--- config.mk ---
export PLATFORM = sky130hd
export DESIGN_NAME = timer_sequencer
export DESIGN_NICKNAME = d
export VERILOG_FILES = /design/src/rtl/timer_sequencer.sv
export SDC_FILE = /design/constraint.sdc
export NUM_CORES = 1
export LEC_CHECK = 0
export CORE_MARGIN = 2
export CORE_UTILIZATION = 45
export CTS_CLUSTER_SIZE = 16
export DETAILED_ROUTE_END_ITERATION = 16
export PLACE_DENSITY_LB_ADDON = 0.12
export SLEW_MARGIN = 20
export SYNTH_ARGS = -nofsm -noshare
export SYNTH_HDL_FRONTEND = slang
export SYNTH_SLANG_ARGS = --single-unit
--- constraint.sdc ---
create_clock -name clk -period 5.2 [get_ports clk]
set_input_delay 1.04 -clock clk [delete_from_list [all_inputs] [get_ports clk]]
set_output_delay 1.04 -clock clk [all_outputs]
set_load 0.02 [all_outputs]
--- src/rtl/timer_sequencer.sv ---
// Button-driven control FSM for the min/sec counter: debounces the buttons, sequences
// SET/RUN/PAUSE/DONE, times increment pulses and the alarm. Optional: TIMER_SEQUENCER_AUTO_REPEAT_EN.
module timer_sequencer #(
   parameter int unsigned DEBOUNCE_CYCLES  = 1_000_000,
   parameter int unsigned INC_PULSE_CYCLES = 100_000_000,
   parameter int unsigned ALARM_CYCLES     = 500_000_000,
   parameter int unsigned REPEAT_CYCLES    = 50_000_000
) (
   input  logic       clk,
   input  logic       reset,
   input  logic       btnStart,
   input  logic       btnStop,
   input  logic       btnMode,
   input  logic       btnSec,
   input  logic       btnMin,
   input  logic       finish,
   output logic       enable,
   output logic       forward,
   output logic       incrementSeconds,
   output logic       incrementMinutes,
   output logic       counterReset,
   output logic       alarm,
   output logic [2:0] state
);

   typedef enum logic [2:0] {
      SET   = 3'd1,
      RUN   = 3'd2,
      PAUSE = 3'd3,
      DONE  = 3'd4
   } state_t;

   localparam int B_START = 0;
   localparam int B_STOP  = 1;
   localparam int B_MODE  = 2;
   localparam int B_SEC   = 3;
   localparam int B_MIN   = 4;

   localparam int DBW = $clog2(DEBOUNCE_CYCLES + 1);
   localparam int IW  = $clog2(INC_PULSE_CYCLES + 1);
   localparam int AW  = $clog2(ALARM_CYCLES + 1);
   localparam logic [DBW-1:0] DB_LAST    = DBW'(DEBOUNCE_CYCLES - 1);
   localparam logic [IW-1:0]  INC_LAST   = IW'(INC_PULSE_CYCLES - 1);
   localparam logic [AW-1:0]  ALARM_LAST = AW'(ALARM_CYCLES - 1);

   logic [4:0]     raw, sync1, sync2, level, press;
   logic [DBW-1:0] db_cnt [5];
   state_t         state_q;
   logic [IW-1:0]  inc_cnt;
   logic [AW-1:0]  alarm_cnt;
   logic           post_reset;
`ifdef TIMER_SEQUENCER_AUTO_REPEAT_EN
   localparam int RW = $clog2(REPEAT_CYCLES + 1);
   localparam logic [RW-1:0] REP_LAST = RW'(REPEAT_CYCLES - 1);
   logic          rep_active;
   logic          rep_min;
   logic [RW-1:0] rep_cnt;
`endif

   assign raw   = {btnMin, btnSec, btnMode, btnStop, btnStart};
   assign state = state_q;

   // press[i] is a one-cycle pulse coinciding with the debounced rising edge
   always_ff @(posedge clk) begin
      if (reset) begin
         sync1 <= '0;
         sync2 <= '0;
         level <= '0;
         press <= '0;
         for (int i = 0; i < 5; i++) db_cnt[i] <= '0;
      end else begin
         sync1 <= raw;
         sync2 <= sync1;
         for (int i = 0; i < 5; i++) begin
            press[i] <= 1'b0;
            if (sync2[i] == level[i]) begin
               db_cnt[i] <= '0;
            end else if (db_cnt[i] == DB_LAST) begin
               db_cnt[i] <= '0;
               level[i]  <= sync2[i];
               press[i]  <= sync2[i];
            end else begin
               db_cnt[i] <= db_cnt[i] + 1'b1;
            end
         end
      end
   end

   always_ff @(posedge clk) begin
      if (reset) begin
         state_q          <= SET;
         enable           <= 1'b0;
         forward          <= 1'b0;
         incrementSeconds <= 1'b0;
         incrementMinutes <= 1'b0;
         counterReset     <= 1'b1;
         post_reset       <= 1'b1;
         alarm            <= 1'b0;
         inc_cnt          <= '0;
         alarm_cnt        <= '0;
`ifdef TIMER_SEQUENCER_AUTO_REPEAT_EN
         rep_active       <= 1'b0;
         rep_min          <= 1'b0;
         rep_cnt          <= '0;
`endif
      end else begin
         // counter stays in reset for one more cycle after our own reset releases
         counterReset <= post_reset;
         post_reset   <= 1'b0;
         case (state_q)
            SET: begin
               if (press[B_MODE]) forward <= ~forward;
               if (incrementSeconds || incrementMinutes) begin
                  if (inc_cnt == INC_LAST) begin
                     incrementSeconds <= 1'b0;
                     incrementMinutes <= 1'b0;
`ifdef TIMER_SEQUENCER_AUTO_REPEAT_EN
                     rep_active <= 1'b1;
                     rep_min    <= incrementMinutes;
                     rep_cnt    <= '0;
`endif
                  end else begin
                     inc_cnt <= inc_cnt + 1'b1;
                  end
               end else if (press[B_SEC]) begin
                  incrementSeconds <= 1'b1;
                  inc_cnt          <= '0;
`ifdef TIMER_SEQUENCER_AUTO_REPEAT_EN
                  rep_active       <= 1'b0;
`endif
               end else if (press[B_MIN]) begin
                  incrementMinutes <= 1'b1;
                  inc_cnt          <= '0;
`ifdef TIMER_SEQUENCER_AUTO_REPEAT_EN
                  rep_active       <= 1'b0;
`endif
               end else if (press[B_START]) begin
                  state_q <= RUN;
                  enable  <= 1'b1;
`ifdef TIMER_SEQUENCER_AUTO_REPEAT_EN
                  rep_active <= 1'b0;
`endif
               end
`ifdef TIMER_SEQUENCER_AUTO_REPEAT_EN
               else if (rep_active) begin
                  if (!(rep_min ? level[B_MIN] : level[B_SEC])) begin
                     rep_active <= 1'b0;
                  end else if (rep_cnt == REP_LAST) begin
                     rep_active       <= 1'b0;
                     incrementSeconds <= ~rep_min;
                     incrementMinutes <= rep_min;
                     inc_cnt          <= '0;
                  end else begin
                     rep_cnt <= rep_cnt + 1'b1;
                  end
               end
`endif
            end
            RUN: begin
               if (finish) begin
                  state_q   <= DONE;
                  enable    <= 1'b0;
                  alarm     <= 1'b1;
                  alarm_cnt <= '0;
               end else if (press[B_STOP]) begin
                  state_q <= PAUSE;
                  enable  <= 1'b0;
               end
            end
            PAUSE: begin
               if (press[B_START]) begin
                  state_q <= RUN;
                  enable  <= 1'b1;
               end else if (press[B_STOP]) begin
                  state_q      <= SET;
                  counterReset <= 1'b1;
               end
            end
            DONE: begin
               if (press[B_START] || press[B_STOP]) begin
                  state_q      <= SET;
                  alarm        <= 1'b0;
                  counterReset <= 1'b1;
               end else if (alarm) begin
                  if (alarm_cnt == ALARM_LAST) alarm <= 1'b0;
                  else alarm_cnt <= alarm_cnt + 1'b1;
               end
            end
            default: begin
               state_q <= SET;
               enable  <= 1'b0;
            end
         endcase
      end
   end

endmodule

==> qor.txt <==
Outcome: finished, final reports clean
Clk Latency, worst-skew pair: 0.42 ns
Internal Power: 2330 uW
CTS root buf: clkbuf_16
Die area: 0.0222 mm2
Worst EP required: 5.35 ns
Number of cells in the finished layout apart from fillers: 1373
Most common cell after layout, fill and taps aside: nor2_1
Sequential area share after synthesis: 50.0%
VDD IR max: 0.199 mV
CTS max path bufs: 2
Min Tclk post-route: 2.73 ns
Resize count post-CTS: 0
DRT iter0 DRCs: 458
Worst-path clk slew: 0.06 ns
Register cell area after layout: 0.00472 mm2
WHS: 0.434 ns
Static Leak: 0.00365 uW
Die W: 149 um
Worst EP arrival: 2.88 ns
Area delta synth->final: 13.6%
Mapped cell area: 0.00945 mm2
Port Buffer Count: 16
H-tree depth: 4
ANT cells: 0
Routed WL: 18000 um
CP Capture Type: register
Slew @ Worst Pin: 0.862 ns
# hold bufs at CTS: 0
Critical-path maximum fanout: 28
Fillcell total: 1916
DRC Markers: 0
Core Box Area: 0.0204 mm2
Final Hold Viols: 0
Yosys top cell area share: 31.8%
Yosys cell types: 65
Fraction of registers with async set/reset: 0%
Synthesized instance count: 990
Clk_skew: 0.0113 ns
Combinational Power Share: 3.5%
Top post-synthesis cells by area: edfxtp_1 32%, dfxtp_1 18%, nor2_1 6.3%
Commonest non-fill, non-tap cells in the layout: 158 x nor2_1, 100 x edfxtp_1, 100 x conb_1
Share of cells above drive strength 1: 3.90%
Routability cong.: 0.874
Max_cap viols: 0
RSZ-0062 raised after global routing: no
Post-CTS setup buffers: 0
Final setup violation count: 0
Dpl cells: 1341
DPL Wire Length: 12500 um
Starting Density: 46.2%
Worst setup SP type: primary input
# IOs: 17
Vias in the first global route: 6473
GRT overflow: 0
Post-synthesis register bit count: 186
YS warnings: 0
Sw Share: 21.6%
GRT Overall Usage: 16.9%
CTS tree: done
Multi-input combinational cell area: 0.00486 mm2
Die Y: 149 um
Post-synthesis cell type with the largest combined area: edfxtp_1
Largest net degree at the start of global routing: 30
Post-synth EDFFs: 100
Top FF cell, synth: edfxtp_1
Max transition margin: 42.2%
First-pass GRT wire length: 30500 um
Hold Crit Class: reg -> reg
Nets: 1105
PD cells: 277 mW/mm2
Average vias per placed instance: 5.21
DR vias: 7153
TritonRoute pass-1 iters: 5
CTS sink cnt: 186
Clock power frac: 41.8%
Final antenna-violating net count: 0
Initial antenna violation count: 0
Drt wl/cell: 13.1 um
Placement Rows: 52
P_sw: 642 uW
Register share of total power: 54.7%
CTS Buf Count: 17
Critical path class: in -> reg
Final Slew Violations: 0
Max Freq: 0.366 GHz
Avg Inst Size Synth: 9.54 um2
Setup TNS: 0 ns
Final period utilization: 52.6%
==> cells by family after synthesis <==
kind of cell | after synthesis | share of synthesized area, %
AND/OR/NAND/NOR | 518 | 28.6
flip-flops | 186 | 50.0
AO/OA/AOI/OAI | 109 | 7.56
XOR/XNOR | 105 | 9.74
buffers and inverters | 58 | 2.46
adder cells (fa/ha/maj) | 7 | 0.927
multiplexers | 6 | 0.636
other | 1 | 0.0397
==> sequential cells by signal, summed over array words and instances (netlist names) <==
name / cells
alarm_cnt: 29
counterReset: 1
enable: 1
incrementSeconds: 1
level: 5
sync2: 5
inc_cnt: 27
alarm: 1
forward: 1
state: 3
db_cnt: 100
post_reset: 1
sync1: 5
incrementMinutes: 1
press: 5
==> final timing paths <==
check	to	slack [ns]	from	depth (start not counted)
setup / recovery	db_cnt[0][7]	2.47	reset	4
hold / removal	sync2[2]	0.43	sync1[2]	1
setup reg to reg	incrementMinutes	2.54	inc_cnt[18]	5
hold reg to reg	sync2[2]	0.43	sync1[2]	1
==> synth_stat cells, types with 3 or more instances <==
library cell,number
a211oi_1,5
a21oi_1,29
a22o_1,3
a311oi_1,3
a31oi_1,12
a41o_1,3
and2_1,5
and3_1,35
and4_1,12
buf_2,6
clkbuf_1,28
dfxtp_1,86
edfxtp_1,100
ha_1,7
inv_1,21
mux2i_1,6
nand2_1,70
nand2b_1,3
nand3_1,68
nand4_1,50
nor2_1,158
nor2b_1,13
nor3_1,22
nor3b_1,5
nor4_1,12
nor4b_1,8
o21ai_0,27
o311ai_0,3
o31ai_1,5
or2_2,4
or3_1,21
or4_1,15
or4b_1,3
xnor2_1,45
xor2_1,60
==> power by group through the flow <==
stage                     combinational [uW]  clock [uW]  sequential (uW)
after floorplan                         83.1           0             1650
after global placement                   103           0             1660
after detailed placement                 103           0             1660
after CTS                                103        1280             1620
after global routing                     120        1340             1630
final                                    105        1240             1620
==> layout make-up <==
class                      count  share of cell area (%)
inverter                      22                   0.769
clock inverter                13                    1.18
clock buffer                  19                    4.03
sequential                   186                    44.0
multi-input combinational    845                    45.3
tap                          270                    3.15
timing repair buffer          18                    1.59
==> through the flow <==
step	setup WS [ns]	utilization (%)	total power [uW]	area [um2]
after global routing	2.25	52.5	3090	10700
final	2.47	52.5	2970	10700
after detailed placement	2.01	49.8	1760	10200
after CTS	2.43	52.5	3010	10700
after global placement	2.12	49.8	1760	10200
after floorplan	2.74	-	1730	9820
==> critical path, cell delays in order <==
cell and delay, ns:
buf_2 0.42, clkinv_1 0.56, nand3_1 0.73, nor2_1 0.12
==> per-layer routing <==
layer | global-route usage, % | vias up | share of wire, %
met1 | 23.8 | 3329 | 51
met5 | 0 | - | 0
li1 | - | 3723 | -
met2 | 26.0 | 81 | 45
met3 | 3.52 | 20 | 2.8
met4 | 5.38 | 0 | 1.2
(Power assumes the default switching activity.)
